**src/rtl/mac_accumulator.sv**
```systemverilog
// Signed multiply-accumulate back end: sums a programmed number of products from a
// level-ready multiplier into a wide accumulator, with optional saturation.
module mac_accumulator #(
  parameter int PROD_W   = 16,
  parameter int ACC_W    = 24,
  parameter int CNT_W    = 8,
  parameter int SATURATE = 1
) (
  input  logic              clk,
  input  logic              rst_n,
  input  logic              clr,
  input  logic              start_acc,
  input  logic [CNT_W-1:0]  n_terms,
  input  logic              prod_ready,
  input  logic [PROD_W-1:0] prod,
  output logic              busy,
  output logic              done,
  output logic              acc_valid,
  output logic [ACC_W-1:0]  acc_out,
  output logic [CNT_W-1:0]  term_cnt,
  output logic              ovf,
  output logic              orphan
);

  localparam int EXT_W = ACC_W + 1 - PROD_W;

  typedef enum logic [1:0] {
    S_IDLE,
    S_ACCUM,
    S_DONE
  } state_e;

  state_e             state_q;
  logic [ACC_W-1:0]   acc_q;
  logic [CNT_W-1:0]   cnt_q;
  logic [CNT_W-1:0]   target_q;
  logic               busy_q;
  logic               done_q;
  logic               valid_q;
  logic               ovf_q;
  logic               orphan_q;
  logic               prev_ready_q;

  logic               prod_event;
  logic [ACC_W:0]     sum_d;
  logic               ovf_d;
  logic [ACC_W-1:0]   acc_d;
  logic [CNT_W-1:0]   cnt_d;

  // A held ready level counts once: only a low-to-high transition is a new product.
  assign prod_event = prod_ready & ~prev_ready_q;

  // One guard bit above the accumulator; the sign and guard bits disagree on overflow.
  always_comb begin
    sum_d = {acc_q[ACC_W-1], acc_q} + {{EXT_W{prod[PROD_W-1]}}, prod};
    ovf_d = sum_d[ACC_W] ^ sum_d[ACC_W-1];
    acc_d = sum_d[ACC_W-1:0];
    if (ovf_d && (SATURATE != 0)) begin
      acc_d = sum_d[ACC_W] ? {1'b1, {(ACC_W-1){1'b0}}} : {1'b0, {(ACC_W-1){1'b1}}};
    end
    cnt_d = cnt_q + CNT_W'(1);
  end

  // NOTE: all state below is written with <= so every register samples the
  // pre-edge values, regardless of statement order inside the block.
  always_ff @(posedge clk or negedge rst_n) begin
    if (!rst_n) begin
      state_q      <= S_IDLE;
      acc_q        <= '0;
      cnt_q        <= '0;
      target_q     <= '0;
      busy_q       <= 1'b0;
      done_q       <= 1'b0;
      valid_q      <= 1'b0;
      ovf_q        <= 1'b0;
      orphan_q     <= 1'b0;
      prev_ready_q <= 1'b0;
    end else if (clr) begin
      state_q      <= S_IDLE;
      acc_q        <= '0;
      cnt_q        <= '0;
      target_q     <= '0;
      busy_q       <= 1'b0;
      done_q       <= 1'b0;
      valid_q      <= 1'b0;
      ovf_q        <= 1'b0;
      orphan_q     <= 1'b0;
      prev_ready_q <= 1'b0;
    end else begin
      prev_ready_q <= prod_ready;
      done_q       <= 1'b0;
      case (state_q)
        S_IDLE: begin
          if (start_acc) begin
            acc_q    <= '0;
            cnt_q    <= '0;
            ovf_q    <= 1'b0;
            orphan_q <= 1'b0;
            valid_q  <= 1'b0;
            if (n_terms != '0) begin
              target_q <= n_terms;
              busy_q   <= 1'b1;
              state_q  <= S_ACCUM;
            end else begin
              done_q  <= 1'b1;
              state_q <= S_DONE;
            end
          end else if (prod_event) begin
            orphan_q <= 1'b1;
          end
        end
        S_ACCUM: begin
          if (prod_event) begin
            acc_q <= acc_d;
            cnt_q <= cnt_d;
            if (ovf_d) ovf_q <= 1'b1;
            if (cnt_d == target_q) begin
              busy_q  <= 1'b0;
              done_q  <= 1'b1;
              state_q <= S_DONE;
            end
          end
        end
        S_DONE: begin
          valid_q <= 1'b1;
          state_q <= S_IDLE;
          if (prod_event) orphan_q <= 1'b1;
        end
        default: begin
          busy_q  <= 1'b0;
          state_q <= S_IDLE;
        end
      endcase
    end
  end

  assign busy      = busy_q;
  assign done      = done_q;
  assign acc_valid = valid_q;
  assign acc_out   = acc_q;
  assign term_cnt  = cnt_q;
  assign ovf       = ovf_q;
  assign orphan    = orphan_q;

endmodule

```
**config.mk**
```make
export PLATFORM = sky130hd
export DESIGN_NAME = mac_accumulator
export DESIGN_NICKNAME = d
export VERILOG_FILES = /design/src/rtl/mac_accumulator.sv
export SDC_FILE = /design/constraint.sdc
export NUM_CORES = 1
export LEC_CHECK = 0
export ABC_AREA = 1
export CAP_MARGIN = 20
export CORE_ASPECT_RATIO = 1.25
export CORE_UTILIZATION = 50
export DETAILED_ROUTE_END_ITERATION = 16
export PLACE_DENSITY = 0.76
export SLEW_MARGIN = 20
export SYNTH_ARGS = -nofsm -noshare
export SYNTH_HDL_FRONTEND = slang
export SYNTH_SLANG_ARGS = --single-unit
export TNS_END_PERCENT = 50
```
**constraint.sdc**
```tcl
create_clock -name clk -period 3.1 [get_ports clk]
set_input_delay 0.465 -clock clk [delete_from_list [all_inputs] [get_ports clk]]
set_output_delay 0.465 -clock clk [all_outputs]
set_load 0.03 [all_outputs]
```
Yosys cells after proc, flatten, opt, wreduce, memory -nomap -nowiden. Index checks and enable logic that the tools add are counted.

Bits in registers: 48. Bits in latches: 0. RAM bits: 0. ROM bits: 0. Word-level logic and storage cells: 81. Memories kept: 0.

$add $sub $neg: 2. $mul: 0. Divide/modulo/power cells: 0. Magnitude comparators: 0. Equal/unequal tests: 9. Shift-type cells: 0. Muxes and demuxes: 44. Bitwise operators: 3. Reductions and logical operators: 13.

Operators with widths (count): 24-bit 2-to-1 mux (5); 8-bit 2-to-1 mux (7); 24-bit one-hot mux with 2 select lines (1); 24-bit by 16-bit adder with 25-bit output (1); 1-bit 2-to-1 mux (19); 8-bit one-hot mux with 2 select lines (1); 3-bit inequality test (second input constant) (5); 2-bit 2-to-1 mux (5); 3-bit AND reduction (3); 8-bit by 1-bit adder with 8-bit output (second input constant) (1); 8-bit equality test (1); 1-bit one-hot mux with 2 select lines (4); 8-bit nonzero test (1); 2-bit nonzero test (3); 3-bit nonzero test (2); 5-bit AND reduction (1); 2-bit one-hot mux with 2 select lines (1); 4-bit AND reduction (1); 1-bit one-hot mux with 3 select lines (1); 2-bit by 1-bit equality test with 1-bit output (second input constant) (1); 2-bit equality test (second input constant) (1); 2-bit logical NOT (1); 2-bit inequality test (second input constant) (1); 2-bit AND reduction (1); 3 further kinds (3).

Logic depth before layout (Yosys ltp).
Depth in word-level cells: 6. Mapped depth: 17. Depth with buffers taken out: 16.

Worst setup path after synthesis. No wires, ideal clock.

Path type: reg-to-reg. From: register acc_q[0], in the netlist acc_out[0]. To: register acc_q[1], in the netlist acc_out[1]. Library setup time: 0.120 ns. Arrival: 2.256 ns. Required time: 2.980 ns. Slack: 0.724 ns. Cell stages (with the launch flop): 16. Period minus slack after synthesis: 2.376 ns. Path through: dfrtp_1 > ha_1 > fa_1 > nand2_1 > nand2_1 > nand3_1 > nand2_1 > nand2_1 > nand4_1 > nand2_2 > inv_2 > nand2_4 > nand2_4 > buf_6 > o21ai_1 > nand2_1.

Cells in the longest elaborated chain, start to end: 6.

RTL lines: start: declaration (RTL line 34) `logic [ACC_W-1:0] acc_q;`; start signal: assignment (RTL line 69) `acc_q <= '0;`; start signal: assignment (RTL line 80) `acc_q <= '0;`; start signal: assignment (RTL line 95) `acc_q <= '0;`; 24-bit by 16-bit adder with 25-bit output (*) (RTL line 55) `sum_d = {acc_q[ACC_W-1], acc_q} + {{EXT_W{prod[PROD_W-1]}}, prod};`; 24-bit 2-to-1 mux or 1-bit bitwise XOR (tied branches) (RTL line 59, 56); 24-bit 2-to-1 mux (*) (RTL line 58) `if (ovf_d && (SATURATE != 0)) begin`; 24-bit 2-to-1 mux (*) (RTL line 113) `if (prod_event) begin`; 24-bit one-hot mux with 2 select lines (*) (RTL line 92) `case (state_q)`; 24-bit 2-to-1 mux (*) (RTL line 78) `end else if (clr) begin`.

Every way passes the cells marked *; elsewhere a longest branch is shown, timed or not. The select of a mux whose other input is x is not followed. A chain may end at the register's enable or synchronous reset.

Worst setup path after layout.
From: input port prod[15]. To: register acc_q[16], in the netlist acc_out[16].

Cells in the longest elaborated chain, start to end: 6.

RTL lines: start: declaration (RTL line 15) `input logic [PROD_W-1:0] prod,`; 24-bit by 16-bit adder with 25-bit output (*) (RTL line 55); 24-bit 2-to-1 mux or 1-bit bitwise XOR (tied branches) (RTL line 59, 56); 24-bit 2-to-1 mux (*) (RTL line 58); 24-bit 2-to-1 mux (*) (RTL line 113); 24-bit one-hot mux with 2 select lines (*) (RTL line 92); 24-bit 2-to-1 mux (*) (RTL line 78); end signal: assignment (RTL line 80); end signal: assignment (RTL line 95); end signal: assignment (RTL line 114) `acc_q <= acc_d;`.

Marks and branches as above.

==> results.yml <==
timing:
  rsz0062_at_grt: "false"
  tns_ns: 0
  setup_viol: 0
  relSlewSlack_pct: 46.0
  slew_viol_final: 0
  period_needed_ns: 2.77
  hold_violations: 0
  fin_ws_ns: 0.335
  period_share_pct: 89.2
  worst_slew_pin_slew_ns: 0.810
  finClkSkew_ns: 0.00341
  hold_slack_ns: 0.158
  clock.fmax_ghz: 0.362
critical_path:
  rr_startpoint: "acc_out[0]$_DFFE_PN0P_"
  worstSetupEndpointType: "register"
  crit_type: "input pin to register"
  crit_arrival_ns: 2.97
  r2r_end: "acc_out[16]$_DFFE_PN0P_"
  startpoint: "prod[15]"
  cp_max_fo: 19
  cp-endpoint: "acc_out[16]$_DFFE_PN0P_"
  reg2reg_slack_ns: 0.56
  worstPathRequired_ns: 3.30
  r2r_cells: 15
  start_kind: "input pin"
layout:
  fin_cells: 764
  diodes: 0
  nets: 727
  final_util_pct: 67.0
  drive_above_1_share_pct: 8.04
  stdcell_area_um2: 4930
  area_delta_synth_final_pct: 30.5
floorplan:
  row_count: 35
  ios: 66
  initial_core_util_pct: 51.4
  dieArea_um2: 7910
  die-width_um: 79.8
  dieHeight_um: 99.2
  core_area_um2: 7360
clock_network:
  cts_max_level: 2
  ctsLongestPathBuffers: 2
  tritoncts: "built"
  cts_root_buf: "clkbuf_8"
  post_cts.repair.setup_buffers: 0
  ctsHoldBuffers: 0
  numClockSinks: 48
  clk_pin_slew_worst_paths_ns: 0.09
  numCtsBuffers: 5
  insertion_delay_ns: 0.31
global_route:
  overflow: 0
  antenna_found_initial: 0
  grt_pass1_wl_mm: 18.2
  grt_pass1_vias: 4036
  track_usage_pct: 29.4
  grt_max_degree: 49
drt:
  wire_per_inst_um: 14.3
  drt_wl_total_mm: 11.0
  vias: 4079
  drtAntennaViolNets: 0
  drtIter0Drc: 204
  dr.pass1.iters: 5
  drc: 0
  viasPerCell: 5.34
synthesis:
  ys_types: 28
  ys.flop_type: "dfrtp_1"
  syn_nets: 623
  syn_area_um2: 3780
  ys_seq_area_share_pct: 31.8
  yosys-top-cells-area: "dfrtp_1 (32%), nand2_1 (19%), ha_1 (8.3%), inv_1 (7.4%), nand3_1 (5.3%)"
  syn_inst: 568
  ys_top_cells_by_count: "nand2_1 (196), inv_1 (74), dfrtp_1 (48), nor2_1 (43), nand3_1 (40)"
  synth_edf_count: 0
  async_reset_ff_share_pct: 100
  synth_top_cell_by_area: "dfrtp_1"
  ys_ff_latch: 48
  yosysMostFrequentCell: "nand2_1"
  avgSynthCellArea_um2: 6.65
  yosysTopAreaCellShare_pct: 31.8
  yosysWarnings: 0
pwr:
  power.density_nw_per_um2: 587
  p_total_mw: 2.90
  p_leak_nw: 2.65
  ir_drop_mv: 0.273
worst_hold_path:
  hp-class: "input pin to async pin"
placement:
  gp_congestion: 0.917
  post_dp_cell_area_um2: 4790
  numPlacedInstances: 757
  dp_hpwl_mm: 8.58
  port_buffers: 65
  pre_cts_slack_ns: -0.288
run_status:
  status: "finished, final reports clean"
job:
  maxCapViolCount: 0
worst min path at each step:
stage / to / slack, ns / cells after the start
CTS: acc_out[2]$_DFFE_PN0P_ / 0.39 / 1
floorplan: acc_out[0]$_DFFE_PN0P_ / 0.17 / 0
global placement: busy$_DFFE_PN0P_ / 0.46 / 2
global route: term_cnt[2]$_DFFE_PN0P_ / 0.22 / 1
finish: term_cnt[3]$_DFFE_PN0P_ / 0.16 / 1
detailed placement: busy$_DFFE_PN0P_ / 0.47 / 2
what timing repair did:
item,CTS,global route
gates resized for setup,0,1
endpoints found under the setup margin,0,23
endpoints found under the hold margin,0,0
where the power goes:
part	switching (mW)	internal, mW	total (mW)
sequential	0.0811	0.717	0.799
clock	0.223	0.318	0.540
combinational	0.939	0.618	1.56
total	1.24	1.65	2.90
kinds of logic (layout without fill, tap and decap cells):
logic type               after synthesis  in the layout  share of synthesized area, %
AND/OR/NAND/NOR                      310            310                          34.3
buffers and inverters                 81            185                          8.31
AO/OA/AOI/OAI                         80             80                          11.4
flip-flops                            48             48                          31.8
adder cells (fa/ha/maj)               26             26                          8.81
XOR/XNOR                              23             23                          5.33
per-layer routing:
metal / vias up / wire [µm] / global-route usage (%)
met2: 114 / 5770 / 54.8
met3: 21 / 333 / 2.94
li1: 2043 / - / -
met1: 1901 / 4530 / 33.5
met5: - / 0 / 0
met4: 0 / 313 / 12.2
critical path: stages:
cell,delay [ns]
clkdlybuf4s50_1,0.40
buf_4,0.18
ha_1,0.37
nand2_1,0.13
nor2_1,0.16
nand2_1,0.09
nor2_1,0.10
nand2_1,0.08
nand3_1,0.09
nand2_1,0.06
nand2_2,0.09
buf_4,0.14
inv_2,0.05
nand2_4,0.11
nand2_4,0.17
o21ai_0,0.20
nand2_1,0.07
registers in the layout (all words and copies together), names as in the netlist:
register / cells
term_cnt: 8
prev_ready_q: 1
acc_out: 24
busy: 1
acc_valid: 1
ovf: 1
orphan: 1
state_q: 2
target_q: 8
done: 1
area by class of cell:
| cell class | instances | area, µm² |
|---|---|---|
| fillers | 699 | 2430 |
| multi-input cells | 439 | 2270 |
| flip-flops and latches | 48 | 1200 |
| repair buffers | 102 | 926 |
| inverters | 76 | 285 |
| well taps | 92 | 115 |
| clock buffers | 5 | 68.8 |
| clock inverters | 2 | 60.1 |
cells in the final DEF (no fill, tap or decap), drive strengths merged:
cell	n
clkbuf	5
nor2	44
nand4	14
nor4	1
ha	25
a21oi	25
o22ai	10
nor3	7
dfrtp	48
xor2	20
o21ai	38
fa	1
clkdlybuf4s50	64
o21bai	5
buf	38
nand2	200
inv	76
or2	1
xnor2	3
a31oi	2
bufinv	2
and2	3
nand3	40
(Power assumes the default switching activity.)
